===== config.mk =====
export PLATFORM = sky130hd
export DESIGN_NAME = moving_average_mc
export DESIGN_NICKNAME = d
export VERILOG_FILES = /design/src/rtl/moving_avg_pkg.sv /design/src/rtl/ma_history_ram.sv /design/src/rtl/moving_average_mc.sv
export SDC_FILE = /design/constraint.sdc
export NUM_CORES = 1
export LEC_CHECK = 0
export CAP_MARGIN = 20
export CELL_PAD_IN_SITES_DETAIL_PLACEMENT = 1
export CELL_PAD_IN_SITES_GLOBAL_PLACEMENT = 1
export CORE_MARGIN = 3
export CORE_UTILIZATION = 55
export CTS_BUF_LIST = sky130_fd_sc_hd__clkbuf_16
export DETAILED_ROUTE_END_ITERATION = 7
export HOLD_SLACK_MARGIN = 0.03
export PLACE_DENSITY_LB_ADDON = 0.3
export SLEW_MARGIN = 15
export SYNTH_ARGS = -nofsm -noshare
export SYNTH_HDL_FRONTEND = slang
export SYNTH_HIERARCHICAL = 1
export SYNTH_SLANG_ARGS = --single-unit

===== constraint.sdc =====
create_clock -name clk -period 11.6 [get_ports clk]
set_input_delay 1.16 -clock clk [delete_from_list [all_inputs] [get_ports clk]]
set_output_delay 1.16 -clock clk [all_outputs]
set_load 0.005 [all_outputs]

===== src/rtl/moving_avg_pkg.sv =====
// Shared definitions for the multi-channel moving averager.
//   t_ma_state  : FSM state encoding (IDLE, FETCH, UPDATE, OUTPUT)
//   sum_width   : running-sum width needed for a window of 2^win_pow samples
//   chan_width  : channel index width, never narrower than one bit
package moving_avg_pkg;

    typedef enum logic [1:0] {
        IDLE   = 2'd0,
        FETCH  = 2'd1,
        UPDATE = 2'd2,
        OUTPUT = 2'd3
    } t_ma_state;

    // Sum of 2^win_pow unsigned data_w-bit samples fits in data_w+win_pow bits.
    function automatic int sum_width(input int data_w, input int win_pow);
        return data_w + win_pow;
    endfunction

    function automatic int chan_width(input int channels);
        return (channels <= 1) ? 1 : $clog2(channels);
    endfunction

endpackage


===== src/rtl/ma_history_ram.sv =====
// Sample history for all channels: DEPTH x DATA_W register file.
// Ports:
//   clk        : clock
//   i_rd_en    : read enable; o_rd_data updates on the next rising edge
//   i_rd_addr  : read address
//   o_rd_data  : registered read data
//   i_wr_en    : write enable
//   i_wr_addr  : write address
//   i_wr_data  : write data
// Contents are not reset: the owner only consumes entries it has written.
module ma_history_ram
    import moving_avg_pkg::*;
#(
    parameter int DATA_W = 10,
    parameter int DEPTH  = 16,
    parameter int ADDR_W = 4
) (
    input  logic              clk,
    input  logic              i_rd_en,
    input  logic [ADDR_W-1:0] i_rd_addr,
    output logic [DATA_W-1:0] o_rd_data,
    input  logic              i_wr_en,
    input  logic [ADDR_W-1:0] i_wr_addr,
    input  logic [DATA_W-1:0] i_wr_data
);

    logic [DATA_W-1:0] r_mem [DEPTH];
    logic [DATA_W-1:0] r_rd_data;

    always_ff @(posedge clk) begin
        if (i_wr_en) begin
            r_mem[i_wr_addr] <= i_wr_data;
        end
        if (i_rd_en) begin
            r_rd_data <= r_mem[i_rd_addr];
        end
    end

    assign o_rd_data = r_rd_data;

endmodule


===== src/rtl/moving_average_mc.sv =====
// Multi-channel, time-multiplexed boxcar moving averager.
// Each channel keeps a running sum over its last N = 2^WIN_POW samples:
// the new sample is added and the sample leaving the window is subtracted.
// Ports:
//   clk, reset        : clock, asynchronous active-high reset
//   i_clear           : synchronous clear of all channel state
//   i_in_valid/o_in_ready, i_in_chan, i_in_data : sample input
//   o_out_valid/i_out_ready, o_out_chan, o_out_data, o_out_primed : average
//   o_err             : one-cycle pulse after a sample with an invalid channel
//   o_state           : current FSM state (t_ma_state encoding)
// Handshakes: a transfer happens on a rising edge where valid and ready are
// both high. The producer holds valid and its payload until that edge;
// o_out_* stay stable while o_out_valid is high and i_out_ready is low.
module moving_average_mc
    import moving_avg_pkg::*;
#(
    parameter int  DATA_W   = 10,
    parameter int  WIN_POW  = 2,
    parameter int  CHANNELS = 4,
    parameter int  ROUND    = 0,
    localparam int CH_W     = chan_width(CHANNELS)
) (
    input  logic              clk,
    input  logic              reset,
    input  logic              i_clear,
    input  logic              i_in_valid,
    output logic              o_in_ready,
    input  logic [CH_W-1:0]   i_in_chan,
    input  logic [DATA_W-1:0] i_in_data,
    output logic              o_out_valid,
    input  logic              i_out_ready,
    output logic [CH_W-1:0]   o_out_chan,
    output logic [DATA_W-1:0] o_out_data,
    output logic              o_out_primed,
    output logic              o_err,
    output logic [1:0]        o_state
);

    localparam int N      = 1 << WIN_POW;
    localparam int SUM_W  = sum_width(DATA_W, WIN_POW);
    localparam int PTR_W  = (WIN_POW > 0) ? WIN_POW : 1;
    localparam int CNT_W  = WIN_POW + 1;
    localparam int DEPTH  = CHANNELS * N;
    localparam int ADDR_W = chan_width(DEPTH);

    // Rounding offset is half an LSB of the result; N/2 is 0 when N == 1.
    localparam logic [SUM_W:0] HALF_V   = (ROUND != 0) ? (SUM_W+1)'(N / 2) : '0;
    localparam logic [CNT_W-1:0] CNT_FULL = CNT_W'(N);
    localparam logic [PTR_W-1:0] PTR_LAST = PTR_W'(N - 1);

    t_ma_state r_state;
    t_ma_state w_state_next;

    logic [CH_W-1:0]   r_chan;
    logic [DATA_W-1:0] r_data;

    logic [SUM_W-1:0]  r_sum [CHANNELS];
    logic [PTR_W-1:0]  r_ptr [CHANNELS];
    logic [CNT_W-1:0]  r_cnt [CHANNELS];

    logic [DATA_W-1:0] r_out_data;
    logic [CH_W-1:0]   r_out_chan;
    logic              r_out_primed;
    logic              r_err;

    logic              w_in_ready;
    logic              w_accept;
    logic              w_bad_accept;
    logic              w_bad_chan;

    logic [ADDR_W-1:0] w_addr;
    logic [DATA_W-1:0] w_ram_q;
    logic [SUM_W-1:0]  w_cur_sum;
    logic [PTR_W-1:0]  w_cur_ptr;
    logic [CNT_W-1:0]  w_cur_cnt;
    logic              w_full;
    logic [DATA_W-1:0] w_oldest;
    logic [SUM_W-1:0]  w_sum_new;
    logic [PTR_W-1:0]  w_ptr_next;
    logic [CNT_W-1:0]  w_cnt_next;
    logic [DATA_W-1:0] w_avg;

    // Compared at 32 bits so the check stays meaningful when CHANNELS
    // fills the whole index range.
    assign w_bad_chan = (32'(i_in_chan) >= 32'(CHANNELS));

    // ---------------------------------------------------------------- FSM
    always_ff @(posedge clk or posedge reset) begin
        if (reset) begin
            r_state <= IDLE;
        end else begin
            r_state <= w_state_next;
        end
    end

    always_comb begin
        w_state_next = r_state;
        w_accept     = 1'b0;
        w_bad_accept = 1'b0;
        // clear wins over an input handshake, so ready drops while it is high.
        w_in_ready   = (r_state == IDLE) && !i_clear;
        if (i_clear) begin
            w_state_next = IDLE;
        end else begin
            case (r_state)
                IDLE: begin
                    if (i_in_valid) begin
                        if (w_bad_chan) begin
                            // Taken off the bus and dropped; FSM stays idle.
                            w_bad_accept = 1'b1;
                        end else begin
                            w_accept     = 1'b1;
                            w_state_next = FETCH;
                        end
                    end
                end
                FETCH:   w_state_next = UPDATE;
                UPDATE:  w_state_next = OUTPUT;
                OUTPUT: begin
                    if (i_out_ready) begin
                        w_state_next = IDLE;
                    end
                end
                default: w_state_next = IDLE;
            endcase
        end
    end

    // ------------------------------------------------------------ datapath
    assign w_cur_sum = r_sum[r_chan];
    assign w_cur_ptr = r_ptr[r_chan];
    assign w_cur_cnt = r_cnt[r_chan];

    // Read the slot about to be overwritten during FETCH; the registered
    // read data is valid in UPDATE, which then writes the same slot.
    assign w_addr = (ADDR_W'(r_chan) << WIN_POW) | ADDR_W'(w_cur_ptr);

    ma_history_ram #(
        .DATA_W (DATA_W),
        .DEPTH  (DEPTH),
        .ADDR_W (ADDR_W)
    ) u_history (
        .clk       (clk),
        .i_rd_en   (r_state == FETCH),
        .i_rd_addr (w_addr),
        .o_rd_data (w_ram_q),
        .i_wr_en   ((r_state == UPDATE) && !i_clear),
        .i_wr_addr (w_addr),
        .i_wr_data (r_data)
    );

    // Until the window has filled, the slot holds nothing of this run
    // (stale data from before a clear, or uninitialised), so treat it as 0.
    assign w_full     = (w_cur_cnt == CNT_FULL);
    assign w_oldest   = w_full ? w_ram_q : '0;
    assign w_sum_new  = w_cur_sum + SUM_W'(r_data) - SUM_W'(w_oldest);
    assign w_cnt_next = w_full ? w_cur_cnt : w_cur_cnt + CNT_W'(1);
    assign w_ptr_next = (w_cur_ptr == PTR_LAST) ? '0 : w_cur_ptr + PTR_W'(1);
    // One extra bit keeps the rounding add exact; the shifted result always
    // fits DATA_W bits.
    assign w_avg      = DATA_W'(({1'b0, w_sum_new} + HALF_V) >> WIN_POW);

    always_ff @(posedge clk or posedge reset) begin
        if (reset) begin
            for (int c = 0; c < CHANNELS; c++) begin
                r_sum[c] <= '0;
                r_ptr[c] <= '0;
                r_cnt[c] <= '0;
            end
            r_chan       <= '0;
            r_data       <= '0;
            r_out_data   <= '0;
            r_out_chan   <= '0;
            r_out_primed <= 1'b0;
            r_err        <= 1'b0;
        end else if (i_clear) begin
            for (int c = 0; c < CHANNELS; c++) begin
                r_sum[c] <= '0;
                r_ptr[c] <= '0;
                r_cnt[c] <= '0;
            end
            r_err <= 1'b0;
        end else begin
            r_err <= w_bad_accept;
            if (w_accept) begin
                r_chan <= i_in_chan;
                r_data <= i_in_data;
            end
            if (r_state == UPDATE) begin
                r_sum[r_chan] <= w_sum_new;
                r_ptr[r_chan] <= w_ptr_next;
                r_cnt[r_chan] <= w_cnt_next;
                r_out_data    <= w_avg;
                r_out_chan    <= r_chan;
                r_out_primed  <= (w_cnt_next == CNT_FULL);
            end
        end
    end

    assign o_in_ready   = w_in_ready;
    assign o_out_valid  = (r_state == OUTPUT);
    assign o_out_chan   = r_out_chan;
    assign o_out_data   = r_out_data;
    assign o_out_primed = r_out_primed;
    assign o_err        = r_err;
    assign o_state      = r_state;

endmodule


==> results of run 1 <==
[power breakdown]
part           total [mW]  internal (mW)  switching (mW)  leakage (nW)
clock               0.819          0.458           0.361         0.423
sequential           1.39           1.20           0.187          2.81
combinational        1.04          0.395           0.643          1.63
[placed cells by master, fill, tap and decap left out, drive strengths merged, types with 6 or more instances in the layout]
cell	n
edfxtp	170
dfrtp	95
nand2	62
mux4	57
inv	50
clkdlybuf4s50	33
a22o	32
o21ai	31
nor2	30
clkbuf	28
a21oi	24
a22oi	20
ha	19
mux2	14
clkinv	13
buf	12
and3	10
a32o	10
fa	10
nand2b	8
xnor2	7
nor3	7
nand3	6
[worst max path at each step]
stage | to | depth (start not counted) | from | slack, ps
6_report | o_out_data[8]$_DFFE_PP0P_ | 14 | r_chan[1]$_DFFE_PP0P_ | 6790
5_1_grt | r_sum[5]$_DFFE_PP0P_ | 13 | r_chan[1]$_DFFE_PP0P_ | 6550
4_1_cts | o_out_data[8]$_DFFE_PP0P_ | 14 | r_chan[1]$_DFFE_PP0P_ | 6810
3_5_place_dp | u_history/r_mem[1][1]$_DFFE_PP_ | 5 | i_clear | 6630
3_3_place_gp | u_history/r_mem[12][1]$_DFFE_PP_ | 5 | i_clear | 6650
2_1_floorplan | r_sum[10]$_DFFE_PP0P_ | 16 | r_chan[0]$_DFFE_PP0P_ | 7590
[metal layers]
metal / track usage, % / share of wire [%] / routed length [microns] / up-vias
li1: - / - / - / 2928
met1: 38.0 / 41 / 12000 / 3723
met2: 42.7 / 50 / 14400 / 298
met3: 5.69 / 7.9 / 2290 / 40
met4: 5.26 / 1.6 / 454 / 0
met5: 0 / 0 / 0 / -
[sequential cells by signal, indices dropped and copies added (netlist names)]
signal	cells
r_sum	48
o_out_primed	1
o_out_chan	2
o_state	2
r_data	10
r_ptr	8
r_cnt	12
r_chan	2
u_history/r_mem	160
o_out_data	10
u_history/o_rd_data	10
[logic make-up (layout without fill, tap and decap cells)]
logic type      Yosys count  after routing  share of synthesized area, %
simple gates            144            144                          5.81
mux                      72             72                          12.9
compound gates          143            143                          9.02
flops                   265            265                          64.6
buf+inv                  81            138                          3.15
xor+xnor                  8              8                         0.670
fa+ha+maj                29             29                          3.78
other cells               1              1                        0.0324
[cell type report]
| cell class | count | area, sq um | area share (%) |
|---|---|---|---|
| inverters | 46 | 174 | 1.34 |
| clock buffers | 28 | 701 | 5.39 |
| well taps | 270 | 338 | 2.60 |
| flip-flops and latches | 265 | 7480 | 57.5 |
| repair buffers | 45 | 429 | 3.30 |
| clock inverters | 19 | 125 | 0.962 |
| multi-input cells | 397 | 3760 | 28.9 |
[critical path, delay by kind of cell, from the launching register on]
kind	cells	cell delay (ps)
adder cells (fa/ha/maj)	4	1200
AO/OA/AOI/OAI	5	1380
multiplexers	1	400
flip-flops	1	940
AND/OR/NAND/NOR	1	220
buffers and inverters	3	510
==> metrics.txt, run 1 <==
status=complete, no violations; Yosys warnings=6; crit path max fanout=22; largest net degree at the start of global routing=50; max cap viols=0; Sink Count=265; Cell Area, Placed=12100 sq um; Worst Skew=15.8 ps; Mapped Cells=743; CTS Buf Count=27; 1st-iter DRT viols=577; filler cell count in the final layout=1819; Worst setup EP type=flop; Syn Area/Cell=15.6 sq um; minimum clock period=4810 ps; number of global-route vias before repair=7443; CTS root buffer=clkbuf_16; Pwr per Cell Area=250 nW/um^2; Synth top cells by count=170 x edfxtp_1, 95 x dfrtp_1, 62 x nand2_1; share of layout cells above drive strength 1=15.5%; Residual DRC=0; Peak Freq=208 MHz; post-CTS sizing=0; reg2reg setup slack=6790 ps; Hold WC Path Type=flop to flop; Detailed Place HPWL=18700 microns; most common cell in the netlist=edfxtp_1; Ports=35; die height=151 microns; CP Launch Type=flop; worst hold start=o_out_chan[1]$_DFFE_PP0P_; antenna fix cells=0; Hold Buf Count CTS=0; Starting Density=56.7%; Worst Hold Endpoint=o_out_chan[1]$_DFFE_PP0P_; worst r2r dst=o_out_data[8]$_DFFE_PP0P_; Leakage=4.87 nW; router iterations before antenna repair=5; mapped cell area=11600 sq um; CP required=11990 ps; ys flop type=edfxtp_1; gpl congestion=0.824; row count=52; CP max stage delay=940 ps; Synth-to-Final Area Change=12.3%; Worst-Margin Slew=1110 ps; I/O Buffers=33; mean routed wirelength per cell=27.2 microns; initial antenna violation count=0; final WL=29100 microns; chip width=151 microns; Tcrit/Tclk final=41.5%; DR vias/cell=6.53; post-synth top area share=44.1%; Crit Reg-Reg Startpoint=r_chan[1]$_DFFE_PP0P_; critical path type=flop to flop; number of nets in the layout=828; Vias=6989; Rel. slew slack=25.8%; final instance area=13000 sq um; CTS tree=done; Setup-failing EPs final=0; async set-reset flop share out of synthesis=35.8%; cell with the most instances on the worst path=ha_1; Synth Net Count=789; Worst-Skew Late Latency=550 ps; Final Max Slew Viols=0; CTS max path bufs=3; fin worst setup slack=6790 ps; Antenna Nets Post-Route=0; FF-to-FF path depth=14; CTS clk-pin slew, worst paths=60 ps; CP arrival=5200 ps; core area=20400 sq um; non-filler instance count after layout=1070; pre-CTS WS=6630 ps; Total GRT Usage=26.4%; Post-synth EDFFs=170; placed cell count=1019; first-pass GRT wire length=44900 microns; Slowest-stage cell, CP=dfrtp_1; depth of the CTS H-tree=1; largest area contributor in the netlist=edfxtp_1; maximum VDD drop=225 uV; worst-path cell chain=buf_4 -> mux4_2 -> inv_1 -> ha_1 -> and3_1 -> ha_1 -> inv_1 -> ha_1 -> fa_1 -> a21o_1 -> a2111oi_2 -> o21ai_1 -> a311oi_2 -> o21ai_1; GR Overflow Total=0; Synth cell types=57; RSZ-0062 raised after global routing=no; final setup TNS=0 ps; Total Power=3.25 mW; Final Hold Fails=0; hold slack=481 ps; Util after Layout=63.7%; hold path cells=2; register area share after synthesis=64.6%; Synth area leaders=edfxtp_1 44%, dfrtp_1 21%, mux4_2 8.8%; post-CTS setup buffers=0; Seq cells post-synth=265; die area=22800 sq um
No activity file was read; power rests on OpenSTA's default activity.
==> inputs of run 2 (changes only) <==
--- a/config.mk
+++ b/config.mk
@@ -9,7 +9,7 @@
 export CELL_PAD_IN_SITES_DETAIL_PLACEMENT = 1
 export CELL_PAD_IN_SITES_GLOBAL_PLACEMENT = 1
 export CORE_MARGIN = 3
-export CORE_UTILIZATION = 55
+export CORE_UTILIZATION = 52
 export CTS_BUF_LIST = sky130_fd_sc_hd__clkbuf_16
 export DETAILED_ROUTE_END_ITERATION = 7
 export HOLD_SLACK_MARGIN = 0.03
==> constraint.sdc (replaced) <==
create_clock -name clk -period 4.8 [get_ports clk]
set_input_delay 0.48 -clock clk [delete_from_list [all_inputs] [get_ports clk]]
set_output_delay 0.48 -clock clk [all_outputs]
set_load 0.005 [all_outputs]
==> metrics.txt, run 2 (same netlist as run 1, synthesis figures left out) <==
status=complete, no violations; Peak Freq=235 MHz (+13%); I/O Buffers=33 (unchanged); row count=53 (+1.9%); post-CTS sizing=0 (unchanged); share of layout cells above drive strength 1=17.2% (+1.7 points); Pwr per Cell Area=615 nW/um^2 (+150%); largest register by flop count=u_history/r_mem; die area=24100 sq um (+5.5%); router iterations before antenna repair=5 (unchanged); critical path type=flop to flop; Final Max Slew Viols=0 (unchanged); Hold WC Path Type=primary input to async pin; most frequent cells in the layout=170 x edfxtp_1, 95 x dfrtp_1, 62 x nand2_1; gpl congestion=0.850 (+3.2%); Worst setup EP type=flop; Synth-to-Final Area Change=13.6%; CP required=5180 ps (-6810 ps); first-pass GRT wire length=46900 microns (+4.5%); minimum clock period=4250 ps (-565 ps); sequential share of power=40.3% (-2.5 points); initial antenna violation count=0 (unchanged); Antenna Nets Post-Route=0 (unchanged); Sink Count=265 (unchanged); Sw Ratio=36.6% (-0.047 points); max reg flops=160 (unchanged); CTS clk-pin slew, worst paths=60 ps (about the same); CTS Buf Count=28 (+3.7%); maximum VDD drop=407 uV (+81%); Util after Layout=61.4% (-2.2 points); DR vias/cell=6.45 (-1.2%); GR Overflow Total=0 (unchanged); mean routed wirelength per cell=27.7 microns (+1.8%); hold slack=394 ps (-86.5 ps); number of global-route vias before repair=7646 (+2.7%); switching power=2.96 mW (+150%); Tcrit/Tclk final=88.5% (+47 points); final setup TNS=0 ps (unchanged); Worst-Skew Late Latency=540 ps (about the same); CP Launch Type=flop; depth of the CTS H-tree=1 (unchanged); largest net degree at the start of global routing=50 (unchanged); core area=21400 sq um (+4.8%); chip width=155 microns (+2.7%); Leakage=4.93 nW (+1.2%); Setup-failing EPs final=0 (unchanged); Top Registers=u_history/r_mem x160, r_sum x48, r_cnt x12; Hold Buf Count CTS=0 (unchanged); die height=155 microns (+2.7%); combinational power share=33.3% (+1.3 points); final WL=30100 microns (+3.5%); 1st-iter DRT viols=790 (+37%); CTS max path bufs=3 (unchanged); Ports=35 (unchanged); Starting Density=54.1% (-2.6 points); Total GRT Usage=25.6% (-0.83 points); clock share of power=26.4% (+1.2 points); Rel. slew slack=23.1% (-2.7 points); Final Hold Fails=0 (unchanged); RSZ-0062 raised after global routing=no; Residual DRC=0 (unchanged); CTS root buffer=clkbuf_16; number of nets in the layout=836 (+0.97%); FF-to-FF path depth=12 (-2); post-CTS setup buffers=0 (unchanged); final instance area=13200 sq um (+1.2%); crit path max fanout=11 (-50%); reg2reg setup slack=550 ps (-6240 ps); CP arrival=4630 ps (-570 ps); internal power component=5.12 mW (+150%); commonest non-fill, non-tap cell in the layout=edfxtp_1; Worst-Margin Slew=1150 ps (+39.8 ps); Vias=7014 (+0.36%); worst r2r dst=r_sum[43]$_DFFE_PP0P_; max cap viols=0 (unchanged); Worst Skew=7.45 ps (-8.32 ps); Detailed Place HPWL=19400 microns (+3.5%); Crit Reg-Reg Startpoint=r_chan[0]$_DFFE_PP0P_; CTS tree=done; Cell Area, Placed=12200 sq um (+0.75%); antenna fix cells=0 (unchanged)
==> run 2: changes by cell type in the layout (fill, tap and decap cells not counted), sizes merged <==
cell,delta
buf,+7
bufinv,+2
clkinvlp,+3
==> run 2: cell type report <==
type / count / area, sq um
flip-flops and latches: 265 / 7480
clock buffers: 28 / 701
multi-input cells: 397 / 3750
repair buffers: 52 / 485
clock inverters: 24 / 220
fillers: 1942 / 8260
well taps: 275 / 344
inverters: 46 / 174
==> run 2: power groups by stage <==
stage / Combinational [mW] / Sequential, mW / Clock (mW)
final: 2.69 / 3.26 / 2.14
after global routing: 2.92 / 3.30 / 2.27
after CTS: 2.67 / 3.26 / 2.16
after detailed placement: 2.59 / 3.30 / 0
after global placement: 2.44 / 3.25 / 0
after floorplan: 1.74 / 3.14 / 0
==> run 2: critical path: stages, from the launching register on <==
cell and delay (ps):
dfrtp_1 530, mux4_2 620, inv_1 100, ha_1 370, and3_1 270, fa_1 450, inv_1 110, ha_1 250
a21oi_1 310, o21a_1 240, nor4b_1 80, nor3_1 540, o21ai_0 210
==> run 2: metrics by stage <==
step	cells	total power, mW	setup WS, ps
2_1_floorplan	743	4.88	794
3_3_place_gp	1035	5.69	943
3_5_place_dp	1035	5.89	655
4_1_cts	1087	8.09	572
5_1_grt	1087	8.49	262
6_report	1087	8.09	551
==> run 2: how the worst max path moves through the flow <==
stage                          startpoint  cells after the start               endpoint
floorplan           r_chan[0]$_DFFE_PP0P_                     16  r_sum[10]$_DFFE_PP0P_
global placement    r_chan[0]$_DFFE_PP0P_                     13  r_sum[46]$_DFFE_PP0P_
detailed placement  r_chan[0]$_DFFE_PP0P_                     13  r_sum[22]$_DFFE_PP0P_
CTS                 r_chan[0]$_DFFE_PP0P_                     13  r_sum[22]$_DFFE_PP0P_
global route        r_chan[0]$_DFFE_PP0P_                     13  r_sum[20]$_DFFE_PP0P_
finish              r_chan[0]$_DFFE_PP0P_                     12  r_sum[43]$_DFFE_PP0P_
==> run 2: per-layer routing <==
layer | vias up | GRT usage (%) | share of wire (%)
li1 | 2948 | - | -
met1 | 3703 | 37.6 | 42
met2 | 311 | 41.2 | 49
met3 | 52 | 3.70 | 7.0
met4 | 0 | 6.46 | 2.2
met5 | - | 0 | 0
==> RTL change, RTL diff (config.mk and constraints of run 2) <==
Set the parameter `WIN_POW` to 1 (it was 2). Comments in the files are not updated.
--- a/src/rtl/moving_average_mc.sv
+++ b/src/rtl/moving_average_mc.sv
@@ -16,5 +16,5 @@
 #(
     parameter int  DATA_W   = 10,
-    parameter int  WIN_POW  = 2,
+    parameter int  WIN_POW  = 1,
     parameter int  CHANNELS = 4,
     parameter int  ROUND    = 0,
Function: changed (a bounded check fails within 4 cycles, from zero or initial values and one cycle with reset high).
==> RTL change against run 2 <==
  * Cell area down 31%
  * Power is 31% lower
  * Sequential cell count decreased by 92
  * Global-route usage fell by 1.8 points
  * Area after synthesis is 32% lower
  * Setup slack better by 0.20 ns
  * Routed wire length down 39%
  * Critical endpoint is now o_out_data[9]
  * Largest power group unchanged
  * Highest routed layer unchanged
==> RTL change: results (changes against run 2) <==
Total track usage: 0.238 (was 0.256)
List of most frequent post-synthesis cells: sky130_fd_sc_hd__edfxtp_1, sky130_fd_sc_hd__dfrtp_1, sky130_fd_sc_hd__inv_1 (was sky130_fd_sc_hd__edfxtp_1, sky130_fd_sc_hd__dfrtp_1, sky130_fd_sc_hd__nand2_1)
Number of enable flip-flop cells after synthesis: 90 (was 170)
Flip-flop count of the largest register after layout: 80 (was 160)
Cell chosen for the clock root: sky130_fd_sc_hd__clkbuf_16 (unchanged)
Yosys warning count: 6 (unchanged)
Port bufs: 33 (unchanged)
Diodes inserted: 0 (unchanged)
Vias in the first global route: 4992 (was 7646)
Number of buffers inserted during clock tree synthesis: 17 (was 28)
Hold Path Class: input port to async pin (unchanged)
Status: completed (unchanged)
Global-route wire length before repair: 29.1 mm (was 46.9 mm)
Final estimated routing congestion in global placement: 0.849 (was 0.850)
Clock Skew: 0.0109 ns (was 0.00745 ns)
Final Non-Filler Cells: 769 (was 1087)
Drt first pass iters: 4 (was 5)
Worst EP arrival: 4.37 ns (was 4.63 ns)
Avg Inst Size Synth: 14.9 um2 (was 15.6 um2)
Pin count of the biggest net entering global routing: 59 (was 50)
Worst slack, placed: 0.765 ns (was 0.655 ns)
Placed instance count: 736 (was 1035)
Routed Wire Length: 18.4 mm (was 30.1 mm)
Sequential fraction of the synthesis area: 0.608 (was 0.646)
Placed cell areas: 0.00843 mm2 (was 0.0122 mm2)
Layout cells sized above 1: 0.173 (was 0.172)
Final HPWL from detailed placement: 12.3 mm (was 19.4 mm)
Worst supply voltage drop on vdd: 371 uV (was 407 uV)
Source-to-sink clock delay at the later pin of the worst-skew pair: 0.44 ns (was 0.54 ns)
Leakage power: 3.69 nW (was 4.93 nW)
Top cells by area, synth: sky130_fd_sc_hd__edfxtp_1, sky130_fd_sc_hd__dfrtp_1, sky130_fd_sc_hd__mux4_1, sky130_fd_sc_hd__mux4_2, sky130_fd_sc_hd__mux2_2 (was sky130_fd_sc_hd__edfxtp_1, sky130_fd_sc_hd__dfrtp_1, sky130_fd_sc_hd__mux4_2, sky130_fd_sc_hd__mux4_1, sky130_fd_sc_hd__a22o_1)
Transition time at the pin with the least slew margin: 1.14 ns (was 1.15 ns)
Count of routing violations after the opening detailed-route iteration: 390 (was 790)
Maximum clock path buffer count: 2 (was 3)
Deepest level of the CTS H-tree: 4 (was 1)
Vias after detailed routing: 4629 (was 7014)
Number of nets produced by synthesis: 572 (was 789)
Maximum fanout along the worst path: 24 (was 11)
Number of nets in the finished design: 616 (was 836)
Largest registers ranked by flip-flop count: u_history/r_mem: 80 flops, r_sum: 44 flops (was u_history/r_mem: 160 flops, r_sum: 48 flops, r_cnt: 12 flops)
Unique masters post-synth: 48 (was 57)
Proportion of synthesized flip-flops having asynchronous set or reset: 0.480 (was 0.358)
-- RTL change: changes by cell type after synthesis, sizes merged, moves of 12 or more --
cell,run 2,this run
edfxtp,170,90
nand2,62,36
mux4,57,34
a22oi,20,0
o21ai,31,16
a21oi,24,10
dfrtp,95,83
mux2,14,26
-- RTL change: layout make-up --
cell class | count | area [um2]
Tap cell | 184 | 230
Sequential cell | 173 | 4780
Multi-Input combinational cell | 281 | 2770
Timing Repair Buffer | 53 | 493
Clock inverter | 15 | 158
Inverter | 46 | 174
Clock buffer | 17 | 425
Fill cell | 1346 | 5610
-- RTL change: per-layer routing --
layer	routed length (um)	global-route usage	vias up
met1	7820	0.326	2446
met5	0	0	-
li1	-	-	2049
met4	255	0.0649	0
met2	9480	0.392	113
met3	853	0.0519	21
-- RTL change: final timing paths --
kind	from	slack, ns	endpoint	cells after the start
max	r_chan[1]	0.75	o_out_data[9]	12
min	reset	0.37	r_sum[39]	2
max reg2reg	r_chan[1]	0.75	o_out_data[9]	12
min reg2reg	o_out_data[3]	0.48	o_out_data[3]	1
max in group asynchronous	reset	3.44	r_chan[1]	4
min in group clk	o_out_data[3]	0.48	o_out_data[3]	1
-- RTL change: critical path: stages, from the launching register on --
cell and delay [ns]:
sky130_fd_sc_hd__dfrtp_2 0.75, sky130_fd_sc_hd__mux4_2 0.42, sky130_fd_sc_hd__ha_1 0.35, sky130_fd_sc_hd__and2_1 0.20
sky130_fd_sc_hd__ha_1 0.26, sky130_fd_sc_hd__inv_1 0.04, sky130_fd_sc_hd__ha_1 0.21, sky130_fd_sc_hd__fa_1 0.50
sky130_fd_sc_hd__a211oi_2 0.28, sky130_fd_sc_hd__o21ai_0 0.17, sky130_fd_sc_hd__a21oi_1 0.32, sky130_fd_sc_hd__xnor2_2 0.14
sky130_fd_sc_hd__mux2_4 0.27
-- RTL change: kinds of logic after synthesis --
family	synth area share
buffers and inverters	0.0401
and+or+nand+nor	0.0554
AOI/OAI and AO/OA	0.0802
muxes	0.154
adders and majority gates	0.0525
other	0.000477
xor gates and xnor gates	0.00986
DFF	0.608
-- RTL change: power by group --
part / leakage [nW] / internal (mW) / switching [mW]
Sequential: 1.92 / 1.92 / 0.263
Combinational: 1.48 / 0.888 / 1.19
Clock: 0.285 / 0.699 / 0.656
